## src/rtl/sistema_speed.sv

```systemverilog
// High-throughput micro-hash miner: a 32-stage round pipeline accepts one nonce per clock and
// latches the first (smallest) nonce whose hash meets the difficulty target.
module sistema_speed (
  input  logic        clk,
  input  logic        reset_L,
  input  logic [95:0] payload,
  input  logic        active,
  input  logic [7:0]  target,
  output logic        terminado,
  output logic [31:0] nonceOut,
  output logic [23:0] hashOut
);

  localparam logic [7:0] H0 = 8'h01;
  localparam logic [7:0] H1 = 8'h89;
  localparam logic [7:0] H2 = 8'hFE;

  typedef struct packed {
    logic             vld;
    logic [31:0]      nonce;
    logic [31:0][7:0] w;
    logic [7:0]       a;
    logic [7:0]       b;
    logic [7:0]       c;
  } stage_t;

  // Full 32-byte schedule is built once at injection and travels with the nonce.
  function automatic logic [31:0][7:0] expand(input logic [95:0] pl, input logic [31:0] n);
    logic [31:0][7:0] w;
    w = '0;
    for (int i = 0; i < 12; i++) w[i] = pl[95-8*i -: 8];
    for (int i = 0; i < 4; i++) w[12+i] = n[31-8*i -: 8];
    for (int i = 16; i < 32; i++) w[i] = w[i-3] | (w[i-9] ^ w[i-14]);
    return w;
  endfunction

  function automatic stage_t round_step(input stage_t s, input logic [4:0] idx);
    stage_t     r;
    logic [7:0] x;
    logic [7:0] k;
    r = s;
    if (idx <= 5'd16) begin
      x = s.a ^ s.b;
      k = 8'h99;
    end else begin
      x = s.a ^ s.b ^ s.c;
      k = 8'hA1;
    end
    r.a = s.b ^ s.c;
    r.b = {s.c[3:0], s.c[7:4]};
    r.c = x + k + s.w[idx];
    return r;
  endfunction

  stage_t      stage_q [32];
  stage_t      stage_d [32];
  logic [31:0] nonce_q, nonce_d;
  logic        terminado_q, terminado_d;
  logic [31:0] nonce_out_q, nonce_out_d;
  logic [23:0] hash_out_q, hash_out_d;

  stage_t      entry;
  stage_t      fin;
  logic [23:0] hash_fin;
  logic        win;

  always_comb begin
    entry       = '0;
    entry.vld   = active & ~terminado_q;
    entry.nonce = nonce_q;
    entry.w     = expand(payload, nonce_q);
    entry.a     = H0;
    entry.b     = H1;
    entry.c     = H2;
    stage_d[0]  = round_step(entry, 5'd0);
    for (int k = 1; k < 32; k++) begin
      stage_d[k]     = round_step(stage_q[k-1], 5'(k));
      stage_d[k].vld = stage_q[k-1].vld & active;
    end
  end

  always_comb begin
    fin      = stage_q[31];
    hash_fin = {H0 + fin.a, H1 + fin.b, H2 + fin.c};
    win      = fin.vld && (hash_fin[23:16] < target) && (hash_fin[15:8] < target);

    nonce_d     = nonce_q;
    terminado_d = terminado_q;
    nonce_out_d = nonce_out_q;
    hash_out_d  = hash_out_q;
    if (!active) begin
      nonce_d     = '0;
      terminado_d = 1'b0;
      nonce_out_d = '0;
      hash_out_d  = '0;
    end else if (!terminado_q) begin
      nonce_d = nonce_q + 32'd1;
      if (win) begin
        terminado_d = 1'b1;
        nonce_out_d = fin.nonce;
        hash_out_d  = hash_fin;
      end
    end
  end

  always_ff @(posedge clk or negedge reset_L) begin
    if (!reset_L) begin
      for (int k = 0; k < 32; k++) stage_q[k] <= '0;
      nonce_q     <= '0;
      terminado_q <= 1'b0;
      nonce_out_q <= '0;
      hash_out_q  <= '0;
    end else begin
      stage_q     <= stage_d;
      nonce_q     <= nonce_d;
      terminado_q <= terminado_d;
      nonce_out_q <= nonce_out_d;
      hash_out_q  <= hash_out_d;
    end
  end

  assign terminado = terminado_q;
  assign nonceOut  = nonce_out_q;
  assign hashOut   = hash_out_q;

endmodule

```

## config.mk

```make
export PLATFORM = sky130hd
export DESIGN_NAME = sistema_speed
export DESIGN_NICKNAME = d
export VERILOG_FILES = /design/src/rtl/sistema_speed.sv
export SDC_FILE = /design/constraint.sdc
export NUM_CORES = 2
export LEC_CHECK = 0
export ABC_AREA = 1
export CAP_MARGIN = 20
export CORE_MARGIN = 8
export CORE_UTILIZATION = 30
export CTS_CLUSTER_DIAMETER = 100
export CTS_CLUSTER_SIZE = 30
export DETAILED_ROUTE_END_ITERATION = 8
export HOLD_SLACK_MARGIN = 0.12
export RECOVER_POWER = 25
export SETUP_SLACK_MARGIN = 0.05
export SLEW_MARGIN = 20
export SYNTH_ARGS = -nofsm -noshare
export SYNTH_HDL_FRONTEND = slang
export SYNTH_SLANG_ARGS = --single-unit
```

## constraint.sdc

```tcl
create_clock -name clk -period 4.7 [get_ports clk]
set_clock_uncertainty 0.2 [all_clocks]
set_input_delay 0.94 -clock clk [delete_from_list [all_inputs] [get_ports clk]]
set_output_delay 0.94 -clock clk [all_outputs]
set_load 0.01 [all_outputs]
```

Yosys cells after proc, flatten, opt, wreduce, memory -nomap -nowiden
Index checks and enable logic that the tools add are counted.
{ "totals": {"reg_bits": 5867, "wordCells": 887, "input_bits": 107} }
{ "classes": {"mux": 11, "add_sub_neg": 67, "eq_ne": 2, "magnitude_cmp": 2, "n_reduce_logical": 3, "bitwise_logic": 142} }
{ "ops": {"columns": ["op", "n"], "rows": [
  ["XOR 8 bit", 92],
  ["adder 8 bit", 31],
  ["adder 8 bit, second input constant", 31],
  ["two-way mux 32 bit", 5],
  ["OR 8 bit", 16],
  ["two-way mux 24 bit", 3],
  ["adder 32 x 1 -> 32 bit, second input constant", 1],
  ["AND 1 bit", 32],
  ["adder 8 bit, first input constant", 2],
  ["< comparator 8 bit", 2],
  ["adder 1 x 8 -> 8 bit, first input constant", 1],
  ["adder 6 x 8 -> 8 bit, first input constant", 1],
  ["XOR 7 x 8 -> 8 bit", 1],
  ["two-way mux 1 bit", 3],
  ["logical AND 1 bit", 2],
  ["!= test 2 x 1 -> 1 bit, second input constant", 1],
  ["!= test 2 bit, second input constant", 1],
  ["AND reduction 2 bit", 1],
  ["inverter 1 bit", 1]
]} }

Logic depth before layout (Yosys ltp)
{ "depth": {"depth_word": 7, "ltp_mapped": 18, "depth_no_buf": 17} }

Least setup slack after synthesis
Ideal clock, no wire load.
{ "synth_path": {"path_type": "in2reg", "start": "input port target[7]", "end": "register nonce_out_q[14], in the netlist nonceOut[14]", "n_path_buf": 2, "stages": 12, "arrival_time_ns": 2.158, "path_slack_ns": 2.224, "setup_time_ns": 0.118, "required_time_ns": 4.382, "path_cell_list": "inv_1 ha_1 nand2_1 nand2_1 nor2_1 nand2_1 nor2_1 nand4_1 buf_4 buf_2 nand3_1 nand2_1"} }
{ "synth_via": {"elab_chain_len": 5} }
{ "synth_lines": {"columns": ["element", "line", "rtl"], "rows": [
  ["start: declaration", "8", "input logic [7:0] target,"],
  ["< comparator 8 bit", "85", "win = fin.vld && (hash_fin[23:16] < target) && (hash_fin[15:8] < target);"],
  ["logical AND 1 bit", "85", null],
  ["logical AND 1 bit *", "85", null],
  ["!= test 2 x 1 -> 1 bit (no line) *", null, null],
  ["AND reduction 2 bit (no line) *", null, null],
  ["end signal: assignment", "117", "nonce_out_q <= nonce_out_d;"],
  ["end: declaration", "59", "logic [31:0] nonce_out_q, nonce_out_d;"]
]} }
Every way passes the cells marked *; elsewhere a longest branch is shown, timed or not.
A chain may end at the register's enable or synchronous reset.

Worst setup path after layout
{ "layout_path": {"start": "register stage_q, in the netlist fin[16]", "end": "register nonce_out_q[15], in the netlist nonceOut[15]"} }
{ "layout_via": {"elab_chain_len": 6} }
{ "layout_lines": {"columns": ["element", "line", "rtl"], "rows": [
  ["start: declaration", "55", "stage_t stage_q [32];"],
  ["start signal: assignment", "114", "stage_q <= stage_d;"],
  ["adder 1 x 8 -> 8 bit", "84", "hash_fin = {H0 + fin.a, H1 + fin.b, H2 + fin.c};"],
  ["< comparator 8 bit", "85", null],
  ["logical AND 1 bit (2 in a row)", "85", null],
  ["!= test 2 x 1 -> 1 bit (no line)", null, null],
  ["AND reduction 2 bit (no line)", null, null]
]} }
No other way between the ends.

==> results.tsv <==
metric	value	unit
outcome	finished, final reports clean	
via total after detailed routing	57416	
worst setup path start	fin[16]$_DFF_PN0_	
vias per inst	3.64	
antenna violations before repair	58	
clk slew on worst S/H paths	0.13	ns
relative max-transition margin	0.358	
number of setup buffers added after CTS	0	
Synth Register Bits	5433	
worst hold-check path type	reg2reg	
actual slew at the worst max-slew pin	0.961	ns
total global-route track usage	0.0905	
mapped cell area	155000	µm²
count of flip-flops with a built-in enable after synthesis	0	
required arrival time at the worst endpoint	5.32	ns
reg-to-reg setup timing slack	1.34	ns
number of distinct library cells after synthesis	31	
number of remaining DRC errors	0	
leading register cell type out of synthesis	sky130_fd_sc_hd__dfrtp_1	
Final Max Tran Viols	0	
Maximum Capacitance Violations	0	
met3 usage in global routing	0.0158	
DR WL/cell	15.4	µm
die span in x	736	µm
height of the chip	736	µm
main area contributors after synthesis	sky130_fd_sc_hd__dfrtp_1 (87%), sky130_fd_sc_hd__ha_1 (3.3%), sky130_fd_sc_hd__xor2_1 (3.0%)	
Placement Setup Slack	0.966	ns
Routability Congestion	0.775	
accumulated negative setup slack	0	ns
number of instances on the worst hold path	0	
clock latency reported for the late side of the worst-skew pair	0.89	ns
proportion of layout cells with a drive suffix above 1	0.0429	
cell count after synthesis	8336	
die area	541000	µm²
global-route track usage on met2	0.140	
critical register-to-register path endpoint	nonceOut[15]$_DFFE_PN0P_	
number of warning messages in the yosys log	0	
# resized after CTS	0	
maximum number of pins on one net before global-route repair	165	
Worst Hold Path EP	stage_d[9171]$_DFF_PN0_	
critical hold path startpoint	stage_d[9484]$_DFF_PN0_	
TritonCTS clock tree	done	
GRT overflow	0	
buffer levels on the longest clock path	4	
part of the Yosys area used for sequential elements	0.875	
most instantiated library cell after synthesis	sky130_fd_sc_hd__dfrtp_1	
Post-layout nets	9389	
ratio of total power to cell area	590	nW/µm²
CTS Hold Bufs	47	
minimum clock period	3.36	ns
minimum hold slack	0.120	ns
CTS sink count	5433	
nets in the synthesized netlist	8888	
CTS buffer count	210	
period utilization	0.715	
post-layout total power	102	mW
root cell of the clock tree	sky130_fd_sc_hd__clkbuf_16	
number of rows in the core area	264	
type of origin of the critical path	flop	
placed wire-length estimate	168	mm
CORE AREA	516000	µm²
1st-pass router iterations	5	
most used routing layer in global routing	met2	
top post-synthesis cells by count	sky130_fd_sc_hd__dfrtp_1 (5433), sky130_fd_sc_hd__inv_1 (566), sky130_fd_sc_hd__nand2_1 (525)	
R2R cell count	14	
post-synthesis average cell area	18.6	µm²
Final Hold Vio Count	0	
via count of the first global-routing pass	62335	
antenna-violating nets left	0	
largest area contributor in the netlist	sky130_fd_sc_hd__dfrtp_1	
Initial DRC Count	4008	
final count of negative-setup-slack endpoints	0	
maximum operating frequency	0.298	GHz
area taken by flip-flops and latches	136000	µm²
multi-input combinational cell area	17200	µm²
number of buffers added on ports	163	
setup repair after global routing missed its margin	false	
Top-Level Pins	164	
VDD IR max	0.410	mV
post-synthesis to final-layout area growth	11.3	%
wire length of the first global-routing pass	383	mm
utilization after layout	0.335	
proportion of synthesized flip-flops having asynchronous set or reset	1.00	
met1 Usage GRT	0.132	
signal arrival time at the worst endpoint	3.98	ns
number of inserted filler cells in the final layout	48714	
leakage power figure	75.5	nW
total number of H-tree levels	4	
proportion of netlist area held by the largest area contributor	0.875	
crit end category	flop	
FF-to-FF Start	fin[16]$_DFF_PN0_	
Total Routed Length	244	mm
classification of the worst setup path	reg2reg	
biggest fanout along the worst timing path	55	
initial core utilization	0.301	
Final Worst Setup Slack	1.34	ns
[how the worst max path moves through the flow]
| stage | endpoint | slack [ns] | cells after the start |
|---|---|---|---|
| after global placement | nonceOut[23]$_DFFE_PN0P_ | 0.98 | 12 |
| after global routing | nonceOut[8]$_DFFE_PN0P_ | 0.99 | 14 |
| after CTS | hashOut[17]$_DFFE_PN0P_ | 1.28 | 14 |
| after detailed placement | nonceOut[15]$_DFFE_PN0P_ | 0.97 | 12 |
| after floorplan | nonceOut[14]$_DFFE_PN0P_ | 2.22 | 12 |
| final | nonceOut[15]$_DFFE_PN0P_ | 1.34 | 14 |
[area by class of cell]
type,instances,share of cell area
antenna,17,0.000246
clock buffer,214,0.0307
clock inverter,12,0.00138
inverter,568,0.0123
multi-input combinational,2302,0.0993
sequential,5433,0.786
tap,6916,0.0501
timing repair buffer,322,0.0195
[per-layer routing]
metal,up-vias,part of all wire
met2,648,0.45
li1,26522,-
met4,38,0.026
met1,29852,0.48
met3,356,0.038
met5,-,0.0010
[worst max-delay path: stages, from the launching register on]
cell,delay (ns)
sky130_fd_sc_hd__dfrtp_1,0.43
sky130_fd_sc_hd__ha_1,0.23
sky130_fd_sc_hd__nand3_1,0.12
sky130_fd_sc_hd__nand3b_1,0.13
sky130_fd_sc_hd__xor2_1,0.26
sky130_fd_sc_hd__ha_1,0.29
sky130_fd_sc_hd__nand2_1,0.08
sky130_fd_sc_hd__inv_1,0.04
sky130_fd_sc_hd__nand2_1,0.06
sky130_fd_sc_hd__nand2_1,0.06
sky130_fd_sc_hd__nor2_1,0.13
sky130_fd_sc_hd__nand3_1,0.16
sky130_fd_sc_hd__inv_2,0.73
sky130_fd_sc_hd__nand3_1,0.19
sky130_fd_sc_hd__nand2_1,0.12
[logic make-up after synthesis]
logic type	after synthesis	share of synthesized area
AO/OA/AOI/OAI	182	0.00593
XOR/XNOR	730	0.0411
adder cells (fa/ha/maj)	445	0.0373
buffers and inverters	601	0.0147
flip-flops	5433	0.875
other	1	0.0000241
AND/OR/NAND/NOR	944	0.0260
[per-stage QoR]
stage          area (µm²)  std cells
3_5_place_dp       167000      15493
2_1_floorplan      155000       8336
3_3_place_gp       167000      15493
4_1_cts            173000      15766
6_report           173000      15784
5_1_grt            173000      15768
[where the power goes]
part / switching (mW) / internal (mW) / leakage [nW]
sequential: 2.73 / 52.3 / 60.3
clock: 12.9 / 8.23 / 2.71
combinational: 14.7 / 11.1 / 12.5
[flip-flops by register name, summed over array words and instances (netlist names)]
register	cells
terminado	1
fin	57
nonceOut	32
hashOut	24
nonce_q	32
stage_d	4776
stage_q	511
[cells in the final DEF, fill, tap and decap left out, drive strengths merged]
master         count
clkdlybuf4s50    151
xnor2            206
ha               415
diode             17
nor3b              1
clkinvlp           1
a211oi             1
dfrtp           5433
nor2             111
nand3            231
a31oi              1
or2               31
o21a               1
o21ai             38
xor2             524
inv              573
nor3              22
clkbuf           214
clkinv             6
dlygate4sd3       57
buf              114
nand4             17
fa                30
a21oi            139
nand3b             4
a21o               2
nand2            527
conb               1
Note: power is estimated with default switching activity, not from simulation.
